===== config.mk =====
export PLATFORM = sky130hd
export DESIGN_NAME = control_puertas
export DESIGN_NICKNAME = d
export VERILOG_FILES = /design/src/rtl/control_puertas_pkg.sv /design/src/rtl/temporizador_puerta.sv /design/src/rtl/control_puertas.sv
export SDC_FILE = /design/constraint.sdc
export NUM_CORES = 1
export LEC_CHECK = 0
export CORE_MARGIN = 1.5
export CORE_UTILIZATION = 40
export DETAILED_ROUTE_END_ITERATION = 7
export HOLD_SLACK_MARGIN = 0.12
export PLACE_DENSITY = 0.77
export SLEW_MARGIN = 20
export SYNTH_ARGS = -nofsm -noshare
export SYNTH_HDL_FRONTEND = slang
export SYNTH_HIERARCHICAL = 1
export SYNTH_SLANG_ARGS = --single-unit

===== constraint.sdc =====
create_clock -name clk -period 3.6 [get_ports clk]
set_clock_uncertainty 0.05 [all_clocks]
set_input_delay 0.36 -clock clk [delete_from_list [all_inputs] [get_ports clk]]
set_output_delay 0.36 -clock clk [all_outputs]
set_load 0.02 [all_outputs]

===== src/rtl/control_puertas_pkg.sv =====
// Shared types and helpers for the elevator door controller.
// Door FSM state encoding, motion-controller state codes, one-hot check.
// No logic of its own; imported by the controller and its timer user.
package control_puertas_pkg;

  typedef enum logic [1:0] {
    CERRADA  = 2'b00,
    ABIERTA  = 2'b01,
    CERRANDO = 2'b10
  } estado_puerta_t;

  localparam logic [1:0] ESTADO_DETENIDO = 2'b00;
  localparam logic [1:0] ESTADO_SUBIENDO = 2'b01;
  localparam logic [1:0] ESTADO_BAJANDO  = 2'b10;
  localparam logic [1:0] ESTADO_FALLA    = 2'b11;

  // Widest per-floor vector the one-hot helper accepts.
  localparam int MAX_PISOS = 32;

  // True when exactly one bit is set.
  function automatic logic es_onehot(input logic [MAX_PISOS-1:0] v);
    return (v != '0) && ((v & (v - 1'b1)) == '0);
  endfunction

endpackage


===== src/rtl/temporizador_puerta.sv =====
// Loadable down-counter with zero flag, used as the door-hold timer.
// Load has priority over decrement; counter stops at zero.
// Zero flag is decoded directly from the count register.
module temporizador_puerta #(
  parameter int ANCHO = 5
) (
  input  logic             clk,
  input  logic             reset,
  input  logic             cargar,
  input  logic [ANCHO-1:0] valor,
  input  logic             decrementar,
  output logic             cero
);

  logic [ANCHO-1:0] cuenta;

  // Count register: reset clears, load wins over decrement, no wrap below zero.
  always_ff @(posedge clk) begin
    if (reset) begin
      cuenta <= '0;
    end else if (cargar) begin
      cuenta <= valor;
    end else if (decrementar && (cuenta != '0)) begin
      cuenta <= cuenta - 1'b1;
    end
  end

  assign cero = (cuenta == '0);

endmodule


===== src/rtl/control_puertas.sv =====
// Door controller for one elevator car: opens, holds, closes and reopens the door.
// All outputs registered; a request at edge k shows the door command at cycle k+1.
// Door safety (sensor/button reopen) overrides motion state and floor inputs.
module control_puertas
  import control_puertas_pkg::*;
#(
  parameter int N_PISOS   = 4,
  parameter int T_ABIERTA = 20,
  parameter int T_AVISO   = 50
) (
  input  logic               clk,
  input  logic               reset,
  input  logic [N_PISOS-1:0] pisos,
  input  logic [1:0]         estado,
  input  logic               boton,
  input  logic [N_PISOS-1:0] botones,
  input  logic [N_PISOS-1:0] puertas,
  input  logic               sensor,
  output logic               timeout,
  output logic               aviso,
  output logic [N_PISOS-1:0] salida_puertas,
  output logic               trabajando
);

  localparam int ANCHO_T = $clog2(T_ABIERTA);
  localparam int ANCHO_O = $clog2(T_AVISO + 1);
  localparam logic [ANCHO_T-1:0] CARGA_HOLD = ANCHO_T'(T_ABIERTA - 1);
  localparam logic [ANCHO_O-1:0] OBS_MAX    = ANCHO_O'(T_AVISO);

  estado_puerta_t     st, st_n;
  logic [N_PISOS-1:0] piso_lat, piso_lat_n;
  logic [N_PISOS-1:0] salida_n;
  logic               trabajando_n, timeout_n, aviso_n;
  logic [ANCHO_O-1:0] obs, obs_n;

  logic cargar, decrementar, cero;
  logic piso_valido, pedido, recarga;

  // A floor counts only when the car is level with exactly one floor.
  assign piso_valido = es_onehot(MAX_PISOS'(pisos));
  assign pedido      = boton || ((botones & pisos) != '0);
  // Anything that keeps the door open restarts the hold time.
  assign recarga     = sensor || boton || ((botones & piso_lat) != '0);

  temporizador_puerta #(
    .ANCHO(ANCHO_T)
  ) u_hold (
    .clk        (clk),
    .reset      (reset),
    .cargar     (cargar),
    .valor      (CARGA_HOLD),
    .decrementar(decrementar),
    .cero       (cero)
  );

  // State, latched floor and registered outputs.
  always_ff @(posedge clk) begin
    if (reset) begin
      st             <= CERRADA;
      piso_lat       <= '0;
      salida_puertas <= '0;
      trabajando     <= 1'b0;
      timeout        <= 1'b0;
    end else begin
      st             <= st_n;
      piso_lat       <= piso_lat_n;
      salida_puertas <= salida_n;
      trabajando     <= trabajando_n;
      timeout        <= timeout_n;
    end
  end

  // Next state, next outputs and hold-timer control.
  always_comb begin
    st_n         = st;
    piso_lat_n   = piso_lat;
    salida_n     = '0;
    trabajando_n = 1'b0;
    timeout_n    = 1'b0;
    cargar       = 1'b0;
    decrementar  = 1'b0;
    case (st)
      CERRADA: begin
        if ((estado == ESTADO_DETENIDO) && piso_valido && pedido) begin
          st_n         = ABIERTA;
          piso_lat_n   = pisos;
          salida_n     = pisos;
          trabajando_n = 1'b1;
          cargar       = 1'b1;
        end
      end
      ABIERTA: begin
        trabajando_n = 1'b1;
        if (recarga) begin
          salida_n = piso_lat;
          cargar   = 1'b1;
        end else if (cero) begin
          st_n      = CERRANDO;
          timeout_n = 1'b1;
        end else begin
          salida_n    = piso_lat;
          decrementar = 1'b1;
        end
      end
      CERRANDO: begin
        trabajando_n = 1'b1;
        // Reopen is checked before the closed switch on purpose.
        if (sensor || boton) begin
          st_n     = ABIERTA;
          salida_n = piso_lat;
          cargar   = 1'b1;
        end else if ((puertas & piso_lat) != '0) begin
          st_n         = CERRADA;
          trabajando_n = 1'b0;
        end
      end
      default: begin
        st_n = CERRADA;
      end
    endcase
  end

  // Obstruction counter and warning: saturating count of consecutive obstructed cycles.
  always_comb begin
    obs_n   = '0;
    aviso_n = 1'b0;
    if ((st != CERRADA) && sensor) begin
      obs_n   = (obs == OBS_MAX) ? obs : obs + 1'b1;
      aviso_n = (obs == OBS_MAX);
    end
  end

  // Obstruction state register.
  always_ff @(posedge clk) begin
    if (reset) begin
      obs   <= '0;
      aviso <= 1'b0;
    end else begin
      obs   <= obs_n;
      aviso <= aviso_n;
    end
  end

endmodule


==> summary.md, run 1 <==
| Metric | Value |
|---|---|
| Run status | finished, final reports clean |
| Met3 track demand over resource | 0.0524 |
| Core outline area | 0.00300 mm² |
| First-pass GRT wire length | 4860 µm |
| Worst-case setup slack after placement | 0.722 ns |
| WP data required | 3.77 ns |
| Worst Path Max Fanout | 9 |
| Slew at the pin closest to its max-slew limit | 0.667 ns |
| Number of core rows | 20 |
| Share of the clock period used by the worst path | 0.710 |
| Total GRT Usage | 0.181 |
| Y dimension of the die | 59.0 µm |
| CTS tree | built |
| Top-Level Pins | 25 |
| Fraction of met1 tracks used by global routing | 0.255 |
| Via count normalized by instance count | 5.88 |
| Share of synthesized registers carrying an async set or reset | 0 |
| Sequential element share of the synthesized area | 0.383 |
| Worst hold slack | 0.457 ns |
| Total standard cell area after synthesis | 0.00125 mm² |
| Register bit count reported by yosys | 24 |
| Most frequent cells in the layout | 24 x dfxtp_1, 24 x clkdlybuf4s50_1, 15 x nor2_1 |
| Remaining antenna violation count after routing | 0 |
| Number of setup violations in the final report | 0 |
| Vias after detailed routing | 1176 |
| Number of input and output port buffers inserted | 24 |
| Total count of hold-check failures in the final report | 0 |
| Count of hold-fix buffers inserted at cts | 0 |
| Post-route DRC violation count | 0 |
| Type of the worst min-delay path | register to register |
| Sum Neg Setup Slack | 0 ns |
| Diode insertion count for antenna repair | 0 |
| Maximum clock insertion buffer count | 2 |
| Ys flop type | dfxtp_1 |
| DRT Pass-1 Iters | 5 |
| Vias in the first global route | 1109 |
| Cell count after synthesis | 137 |
| Synthesis-to-layout area growth | 27.1% |
| Clock transition time at the flip-flop clock pins of the worst setup and hold paths | 0.13 ns |
| Buffer cell driving the clock tree root | clkbuf_4 |
| Number of buffers inserted to repair setup after CTS | 0 |
| Warning count from the yosys run | 6 |
| Maximum vdd ir drop | 266 µV |
| Met2 capacity usage during global routing | 0.278 |
| Headroom to the max-slew limit | 0.554 |
| Sink Count | 24 |
| Wirelength, routed | 2880 µm |
| Final Power | 0.563 mW |
| Effective utilization at floorplan | 0.417 |
| Total of cells resized after clock tree synthesis | 0 |
| Syn avg cell area | 9.15 µm² |
| Skew-Pair Late Insertion Delay | 0.32 ns |
| Total of max-cap violations | 0 |
| Distinct cell type count after synthesis | 47 |
| Highest clock frequency the design can meet | 391 MHz |
| CTS H-tree lvls | 1 |
| Pin count of the biggest net entering global routing | 17 |
| Overall overflow remaining after global route | 0 |
| Final-report max-slew violation count | 0 |
| Ratio of total power to cell area | 353 mW/mm² |
| Most crowded layer after global routing | met2 |
| DR WL/cell | 14.4 µm |
| Total Die Area | 0.00348 mm² |
| Ratio of cells with drive above 1 in the final layout | 0.0838 |
| Number of CTS-inserted buffers | 3 |
| Antenna violations before repair | 0 |
| Number of flops mapped to enable cells by yosys | 0 |
| Crit path DAT | 2.73 ns |
| Die Wd | 59.0 µm |
| Worst setup path category | primary input to register |
| Final critical path time including I/O delays and setup | 2.55 ns |
| GP Congestion | 0.905 |
| Static power due to leakage | 0.578 nW |
| Total half-perimeter wirelength after legalization and detailed placement | 2220 µm |
| Final net count | 189 |
| Element type at the critical path end | register |
| Element type at the critical path start | primary input |
| Violation count after the first detailed-route iteration | 71 |
| Unrepaired setup endpoints after global routing | false |
| Least setup slack across all paths after layout | 1.05 ns |
==> registers in the layout, summed over array words and instances, names as in the netlist <==
signal and count:
aviso 1, obs 6, piso_lat 4, u_hold/cuenta 5, st 2, salida_puertas 4
trabajando 1, timeout 1
==> logic make-up after synthesis <==
| family | count (synthesis) | synth area share |
|---|---|---|
| compound gates | 42 | 0.277 |
| xor+xnor | 6 | 0.0419 |
| fa+ha+maj | 3 | 0.0299 |
| buf+inv | 11 | 0.0399 |
| flops | 24 | 0.383 |
| other cells | 2 | 0.00599 |
| simple gates | 49 | 0.222 |
==> report_power, final <==
group          switching, mW  total, mW  internal [mW]
logic                 0.0508     0.0912         0.0404
registers            0.00614      0.278          0.272
clock network         0.0806      0.193          0.113
==> synth_stat cells (3+ instances only) <==
cell type | n | area share
a21oi_1 | 8 | 0.032
a221oi_1 | 3 | 0.021
a22o_1 | 3 | 0.021
a22oi_1 | 3 | 0.018
dfxtp_1 | 24 | 0.38
ha_1 | 3 | 0.030
inv_1 | 8 | 0.024
nand2_1 | 5 | 0.015
nand3_1 | 5 | 0.020
nand4_1 | 5 | 0.025
nor2_1 | 15 | 0.045
nor2b_1 | 4 | 0.020
o31ai_1 | 3 | 0.018
or4b_1 | 3 | 0.024
xnor2_1 | 4 | 0.028
==> metrics by stage <==
stage	cell area [µm²]	std cells	util
6_report	1590	200	0.531
5_1_grt	1590	200	0.531
4_1_cts	1590	200	0.531
3_5_place_dp	1540	196	0.513
3_3_place_gp	1540	196	0.513
2_1_floorplan	1260	140	-
==> path summary, 6_finish.rpt <==
path	from	endpoint	slack, ns	cells past startpoint
setup / recovery	pisos[0]	u_hold/cuenta[1]	1.05	8
hold / removal	piso_lat[1]	piso_lat[1]	0.46	2
setup reg to reg	u_hold/cuenta[1]	u_hold/cuenta[2]	1.30	9
hold reg to reg	piso_lat[1]	piso_lat[1]	0.46	2
==> area by class of cell <==
cell class,instances,area [µm²]
Clock buffer,3,22.5
Fill cell,289,1410
Clock inverter,1,30.0
Inverter,8,30.0
Multi-Input combinational cell,105,734
Sequential cell,24,480
Tap cell,33,41.3
Timing Repair Buffer,26,255
==> worst max-delay path, stage by stage <==
cell and delay (ns):
clkdlybuf4s50_1 0.61, or4b_1 0.49, o311ai_1 0.20, nand3_1 0.20
o221ai_1 0.22, buf_4 0.20, nor3_1 0.07, a311o_1 0.37
==> layer usage <==
metal / part of all wire / vias up
met1: 0.44 / 551
li1: - / 581
met2: 0.47 / 42
met4: 0.0042 / 0
met3: 0.079 / 2
met5: 0 / -
(Power assumes the default switching activity.)
==> run 2: changes to the inputs <==
clock period = 2.4 ns   (was 3.6 ns; I/O delays follow)
==> run 2 against run 1 <==
Via count grew 3.1%. Clock-buffer cell count is the same. Cell count grew 6.0%. Non-clock buffer count grew 12. Flip-flop and latch count is the same. Combinational power grew 72%. Utilization grew 3.0 points. Total power grew 55%. Design area grew 5.7%. Hold slack gained 0.0047 ns. Sequential share of layout area shrank 1.6 points. Die area is the same. Critical endpoint unchanged.
==> summary.md, run 2 (synthesized netlist as in run 1, its figures left out) <==
| Metric | Value |
|---|---|
| Number of input and output port buffers inserted | 24 (unchanged) |
| Skew-Pair Late Insertion Delay | 0.32 ns (about the same) |
| Diode insertion count for antenna repair | 0 (unchanged) |
| Core outline area | 0.00300 mm² (unchanged) |
| Filler cells | 289 (unchanged) |
| Ratio of cells with drive above 1 in the final layout | 0.145 (+0.0614) |
| Number of setup violations in the final report | 0 (unchanged) |
| Pin count of the biggest net entering global routing | 15 (-2) |
| Element type at the critical path end | register |
| Worst setup path category | primary input to register |
| Max incr delay on CP | 0.57 ns (-0.04 ns) |
| Share of the clock period used by the worst path | 0.921 |
| Placement Cell Area | 0.00163 mm² (+5.8%) |
| Worst-case setup slack after placement | -0.135 ns (-0.857 ns) |
| Final critical path time including I/O delays and setup | 2.21 ns |
| Slew at the pin closest to its max-slew limit | 0.657 ns (-0.0105 ns) |
| Total GRT Usage | 0.187 (+0.00583) |
| Worst Path Max Fanout | 9 (unchanged) |
| Maximum clock insertion buffer count | 2 (unchanged) |
| Worst hold slack | 0.461 ns (+0.00469 ns) |
| Element type at the critical path start | primary input |
| Area of all placed cells without fillers | 0.00168 mm² (+5.7%) |
| Sum of routed wire segments on met1 | 1340 µm (+4.7%) |
| Die Wd | 59.0 µm (unchanged) |
| First-pass GRT wire length | 5000 µm (+3.0%) |
| Wirelength, routed | 3000 µm (+4.0%) |
| Type of the worst min-delay path | register to register |
| DR WL/cell | 14.1 µm (-1.9%) |
| Met2 layer wire length in the routed design | 1470 µm (+7.8%) |
| Cell with the largest stage delay on the worst path | or4b_1 |
| Number of flip-flops in the largest register | 6 (unchanged) |
| Top-Level Pins | 25 (unchanged) |
| Vias after detailed routing | 1213 (+3.1%) |
| CTS tree | built |
| Buffer cell driving the clock tree root | clkbuf_4 |
| Total Die Area | 0.00348 mm² (unchanged) |
| Maximum vdd ir drop | 373 µV (+40%) |
| CTS H-tree lvls | 1 (unchanged) |
| Number of core rows | 20 (unchanged) |
| Effective utilization at floorplan | 0.417 (unchanged) |
| Largest registers in the final layout | obs: 6 flops, u_hold/cuenta: 5 flops |
| Kind of cell with the highest combined delay on the critical path | simple AND/OR/NAND/NOR gates |
| Count of hold-fix buffers inserted at cts | 0 (unchanged) |
| Biggest register | obs |
| Cell Count Post-Placement | 208 (+6.1%) |
| Buffer and inverter count on the worst path | 2 (unchanged) |
| Static power due to leakage | 0.636 nW (+10%) |
| Final-report max-slew violation count | 0 (unchanged) |
| Highest clock frequency the design can meet | 452 MHz |
| Post-route DRC violation count | 0 (unchanged) |
| Least setup slack across all paths after layout | 0.189 ns (-0.856 ns) |
| Synthesis-to-layout area growth | 34.3% |
| Met3 wire len | 168 µm (-26%) |
| Via count normalized by instance count | 5.72 (-2.7%) |
| Most frequent cells in the layout | 24 x dfxtp_1, 24 x clkdlybuf4s50_1, 15 x nor2_1 |
| Violation count after the first detailed-route iteration | 81 (+14%) |
| Final net count | 201 (+6.3%) |
| Sink Count | 24 (unchanged) |
| Total of cells resized after clock tree synthesis | 0 (unchanged) |
| Total of max-cap violations | 0 (unchanged) |
| Highest routed metal layer | met4 |
| Headroom to the max-slew limit | 0.562 (+0.00838) |
| Total count of hold-check failures in the final report | 0 (unchanged) |
| Total half-perimeter wirelength after legalization and detailed placement | 2420 µm (+8.8%) |
| Overall overflow remaining after global route | 0 (unchanged) |
| Clock transition time at the flip-flop clock pins of the worst setup and hold paths | 0.14 ns (about the same) |
| Unrepaired setup endpoints after global routing | false |
| Final Power | 0.870 mW (+55%) |
| Crit-path cells | clkdlybuf4s50_1 -> or4b_1 -> o311ai_1 -> nand3_1 -> o221ai_1 -> buf_4 -> nor3_1 -> a311o_1 |
| Crit path DAT | 2.39 ns (-0.34 ns) |
| Number of buffers inserted to repair setup after CTS | 0 (unchanged) |
| GP Congestion | 0.939 (+3.8%) |
| DRT Pass-1 Iters | 4 (-1) |
| Vias in the first global route | 1114 (+0.45%) |
| WP data required | 2.58 ns (-1.19 ns) |
| Remaining antenna violation count after routing | 0 (unchanged) |
| Antenna violations before repair | 0 (unchanged) |
| Number of CTS-inserted buffers | 3 (unchanged) |
| Ratio of total power to cell area | 516 mW/mm² (+46%) |
| Y dimension of the die | 59.0 µm (unchanged) |
| Run status | finished, final reports clean |
| Post-layout instance count excluding filler cells | 212 (+6.0%) |
==> run 2: changes by cell type in the layout (fill, tap and decap cells not counted), sizes merged <==
cell,delta
buf,+12
==> run 2: area by class of cell <==
cell class | count | area [µm²] | area share
Timing Repair Buffer | 38 | 345 | 0.205
Multi-Input combinational cell | 105 | 734 | 0.436
Inverter | 8 | 30.0 | 0.0178
Sequential cell | 24 | 480 | 0.285
Clock inverter | 1 | 30.0 | 0.0178
Tap cell | 33 | 41.3 | 0.0245
Clock buffer | 3 | 22.5 | 0.0134
==> run 2: tightest hold or removal path, cell delays in order (launching register included) <==
cell     delay [ns]
dfxtp_1        0.36
nand2_1        0.07
o21ai_1        0.05
==> run 2: worst paths after layout <==
kind                                  startpoint               end  slack, ns  depth (start not counted)
worst min register to register       piso_lat[1]       piso_lat[1]       0.46                          2
worst max register to register  u_hold/cuenta[0]  u_hold/cuenta[2]       0.38                          8
worst max-delay path                    pisos[1]  u_hold/cuenta[1]       0.19                          8
worst min-delay path                 piso_lat[1]       piso_lat[1]       0.46                          2
==> run 2: power by group <==
part	internal (mW)	switching, mW
combinational	0.0778	0.0795
clock	0.169	0.126
sequential	0.408	0.00886
total	0.655	0.215
==> run 2: stage by stage <==
stage | setup TNS [ns] | utilization
detailed placement | -0.356 | 0.543
global route | 0 | 0.561
floorplan | 0 | -
CTS | 0 | 0.561
global placement | -0.105 | 0.543
finish | 0 | 0.561
==> run 2: layer usage <==
metal	up-vias	global-route usage
met4	0	0.0292
li1	606	-
met1	567	0.257
met2	36	0.295
met3	4	0.0546
met5	-	0
==> run 3: changes to the inputs <==
CORE_MARGIN = unset   (was 1.5)
==> run 3 against run 2 <==
The run now ends with design-rule violations left. Via count is 0.25% higher. Cell count shrank 1.4%. Register-to-register slack about the same. Combinational power about the same. Design area is 1.9% lower. Critical endpoint unchanged.
==> summary.md, run 3 (synthesized netlist as in run 1, its figures left out) <==
| Metric | Value |
|---|---|
| Ratio of cells with drive above 1 in the final layout | 0.140 (-0.00480) |
| CTS H-tree lvls | 1 (unchanged) |
| Vias after detailed routing | 1216 (+0.25%) |
| Cell with the largest stage delay on the worst path | or4b_1 |
| Total of max-cap violations | 0 (unchanged) |
| Headroom to the max-slew limit | 0.615 (+0.0530) |
| Final core area utilization | 0.579 (+0.0181) |
| Biggest register | obs |
| Worst-case setup slack after placement | -0.130 ns (+0.00506 ns) |
| Static power due to leakage | 0.623 nW (-2.0%) |
| Wirelength, routed | 3110 µm (+3.7%) |
| Maximum vdd ir drop | 256 µV (-31%) |
| Ratio of total power to cell area | 454 mW/mm² (-12%) |
| Crit-path cells | clkdlybuf4s50_1 -> or4b_1 -> o311ai_1 -> nand3_1 -> o221ai_1 -> buf_4 -> nor3_1 -> a311o_1 |
| Reg-to-Reg End | u_hold/cuenta[3] |
| Run status | finished, violations left |
| Vias in the first global route | 1178 (+5.7%) |
| Total count of hold-check failures in the final report | 0 (unchanged) |
| Slew at the pin closest to its max-slew limit | 0.575 ns (-0.0821 ns) |
| Crit path DAT | 2.38 ns (about the same) |
| CTS tree | built |
| Hold_sp | piso_lat[1] |
| Total GRT Usage | 0.198 (+0.0116) |
| Final critical path time including I/O delays and setup | 2.22 ns (+0.00510 ns) |
| Sink Count | 24 (unchanged) |
| Largest registers in the final layout | obs: 6 flops, u_hold/cuenta: 5 flops |
| Total half-perimeter wirelength after legalization and detailed placement | 2480 µm (+2.4%) |
| Element type at the critical path start | primary input |
| Total Die Area | 0.00336 mm² (-3.4%) |
| Endpoint of the worst hold-timing path | piso_lat[1] |
| Setup slack of the most critical reg-to-reg path | 0.37 ns (about the same) |
| Final-report max-slew violation count | 0 (unchanged) |
| Maximum clock insertion buffer count | 2 (unchanged) |
| Instance count along the most critical hold path | 2 (unchanged) |
| Pin count of the biggest net entering global routing | 13 (-2) |
| Diode insertion count for antenna repair | 0 (unchanged) |
| Number of buffers inserted to repair setup after CTS | 0 (unchanged) |
| Remaining antenna violation count after routing | 0 (unchanged) |
| Top-Level Pins | 25 (unchanged) |
| Core outline area | 0.00285 mm² (-5.0%) |
| Post-route DRC violation count | 2 (+2) |
| Post-layout instance count excluding filler cells | 209 (-1.4%) |
| DR WL/cell | 14.9 µm (+5.2%) |
| Y dimension of the die | 58.0 µm (-1.7%) |
| Final net count | 201 (unchanged) |
| Count of hold-fix buffers inserted at cts | 0 (unchanged) |
| GP Congestion | 0.934 (-0.60%) |
| Effective utilization at floorplan | 0.439 (+0.0220) |
| Antenna violations before repair | 0 (unchanged) |
| Share of the clock period used by the worst path | 0.923 (+0.00213) |
| Number of flip-flops in the largest register | 6 (unchanged) |
| Most frequent cells in the layout | 24 x dfxtp_1, 24 x clkdlybuf4s50_1, 15 x nor2_1 |
| Clock transition time at the flip-flop clock pins of the worst setup and hold paths | 0.12 ns (-0.02 ns) |
| Total of cells resized after clock tree synthesis | 0 (unchanged) |
| Overall overflow remaining after global route | 0 (unchanged) |
| Die Wd | 58.0 µm (-1.7%) |
| Buffer cell driving the clock tree root | clkbuf_4 |
| Worst setup path category | primary input to register |
| Unrepaired setup endpoints after global routing | false |
| Failing checks | design-rule violations |
| Worst Path Max Fanout | 7 (-2) |
| Skew-Pair Late Insertion Delay | 0.31 ns (about the same) |
| Worst-case reg-to-reg path depth | 8 (unchanged) |
| WP data required | 2.56 ns (-0.02 ns) |
| Number of setup violations in the final report | 0 (unchanged) |
| Number of CTS-inserted buffers | 3 (unchanged) |
| First-pass GRT wire length | 5220 µm (+4.3%) |
| Via count normalized by instance count | 5.82 (+1.7%) |
| Synthesis-to-layout area growth | 31.7% |
| Cell Count Post-Placement | 206 (-0.96%) |
| Element type at the critical path end | register |
| Worst reg2reg path startpoint | u_hold/cuenta[1] |
| Max incr delay on CP | 0.58 ns (about the same) |
| DRT Pass-1 Iters | 6 (+2) |
| Type of the worst min-delay path | register to register |
| Filler cells | 261 (-9.7%) |
| Least setup slack across all paths after layout | 0.184 ns (-0.00510 ns) |
| Violation count after the first detailed-route iteration | 50 (-38%) |
| Number of core rows | 19 (-5.0%) |
| Number of input and output port buffers inserted | 24 (unchanged) |
| Highest clock frequency the design can meet | 451 MHz (-0.23%) |
run 3: cell count changes in the layout (fill, tap and decap cells not counted), sizes merged:
cell / previous run / this run
bufinv: 1 / 0
run 3: cell type report:
type | count | area, µm² | area share
repair buffers | 38 | 345 | 0.209
inverters | 8 | 30.0 | 0.0182
multi-input cells | 105 | 734 | 0.445
well taps | 31 | 38.8 | 0.0235
clock buffers | 3 | 22.5 | 0.0136
flip-flops and latches | 24 | 480 | 0.291
run 3: per-layer routing:
layer / track usage / up-vias / wire [µm]
li1: - / 606 / -
met1: 0.268 / 579 / 1370
met2: 0.335 / 28 / 1570
met3: 0.0268 / 3 / 143
met4: 0.0476 / 0 / 21
met5: 0 / - / 0
run 3: worst max path at each step:
stage / slack [ns] / startpoint / to
2_1_floorplan: 0.03 / u_hold/cuenta[0] / u_hold/cuenta[2]
3_3_place_gp: -0.10 / pisos[1] / u_hold/cuenta[1]
3_5_place_dp: -0.13 / pisos[1] / u_hold/cuenta[1]
4_1_cts: 0.20 / pisos[1] / u_hold/cuenta[1]
5_1_grt: 0.07 / pisos[0] / u_hold/cuenta[3]
6_report: 0.18 / pisos[1] / u_hold/cuenta[1]
run 3: power by group:
group          total (mW)  switching (mW)  internal [mW]
sequential          0.417         0.00886          0.408
clock               0.175           0.116         0.0587
combinational       0.159          0.0809         0.0777
run 3: worst max-delay path: cells and delay by family:
kind,cells,cell delay (ns)
and+or+nand+nor,3,0.79
AOI/OAI and AO/OA,3,0.67
buffers and inverters,2,0.67
run 3: per-stage QoR:
stage / setup TNS, ns / total power, mW / hold WS (ns) / cell area (µm²)
CTS: 0 / 0.751 / 0.473 / 1650
global placement: -0.272 / 0.576 / 0.436 / 1630
global route: 0 / 0.792 / 0.496 / 1650
detailed placement: -0.432 / 0.581 / 0.456 / 1630
floorplan: 0 / 0.510 / 0.259 / 1260
finish: 0 / 0.750 / 0.479 / 1650
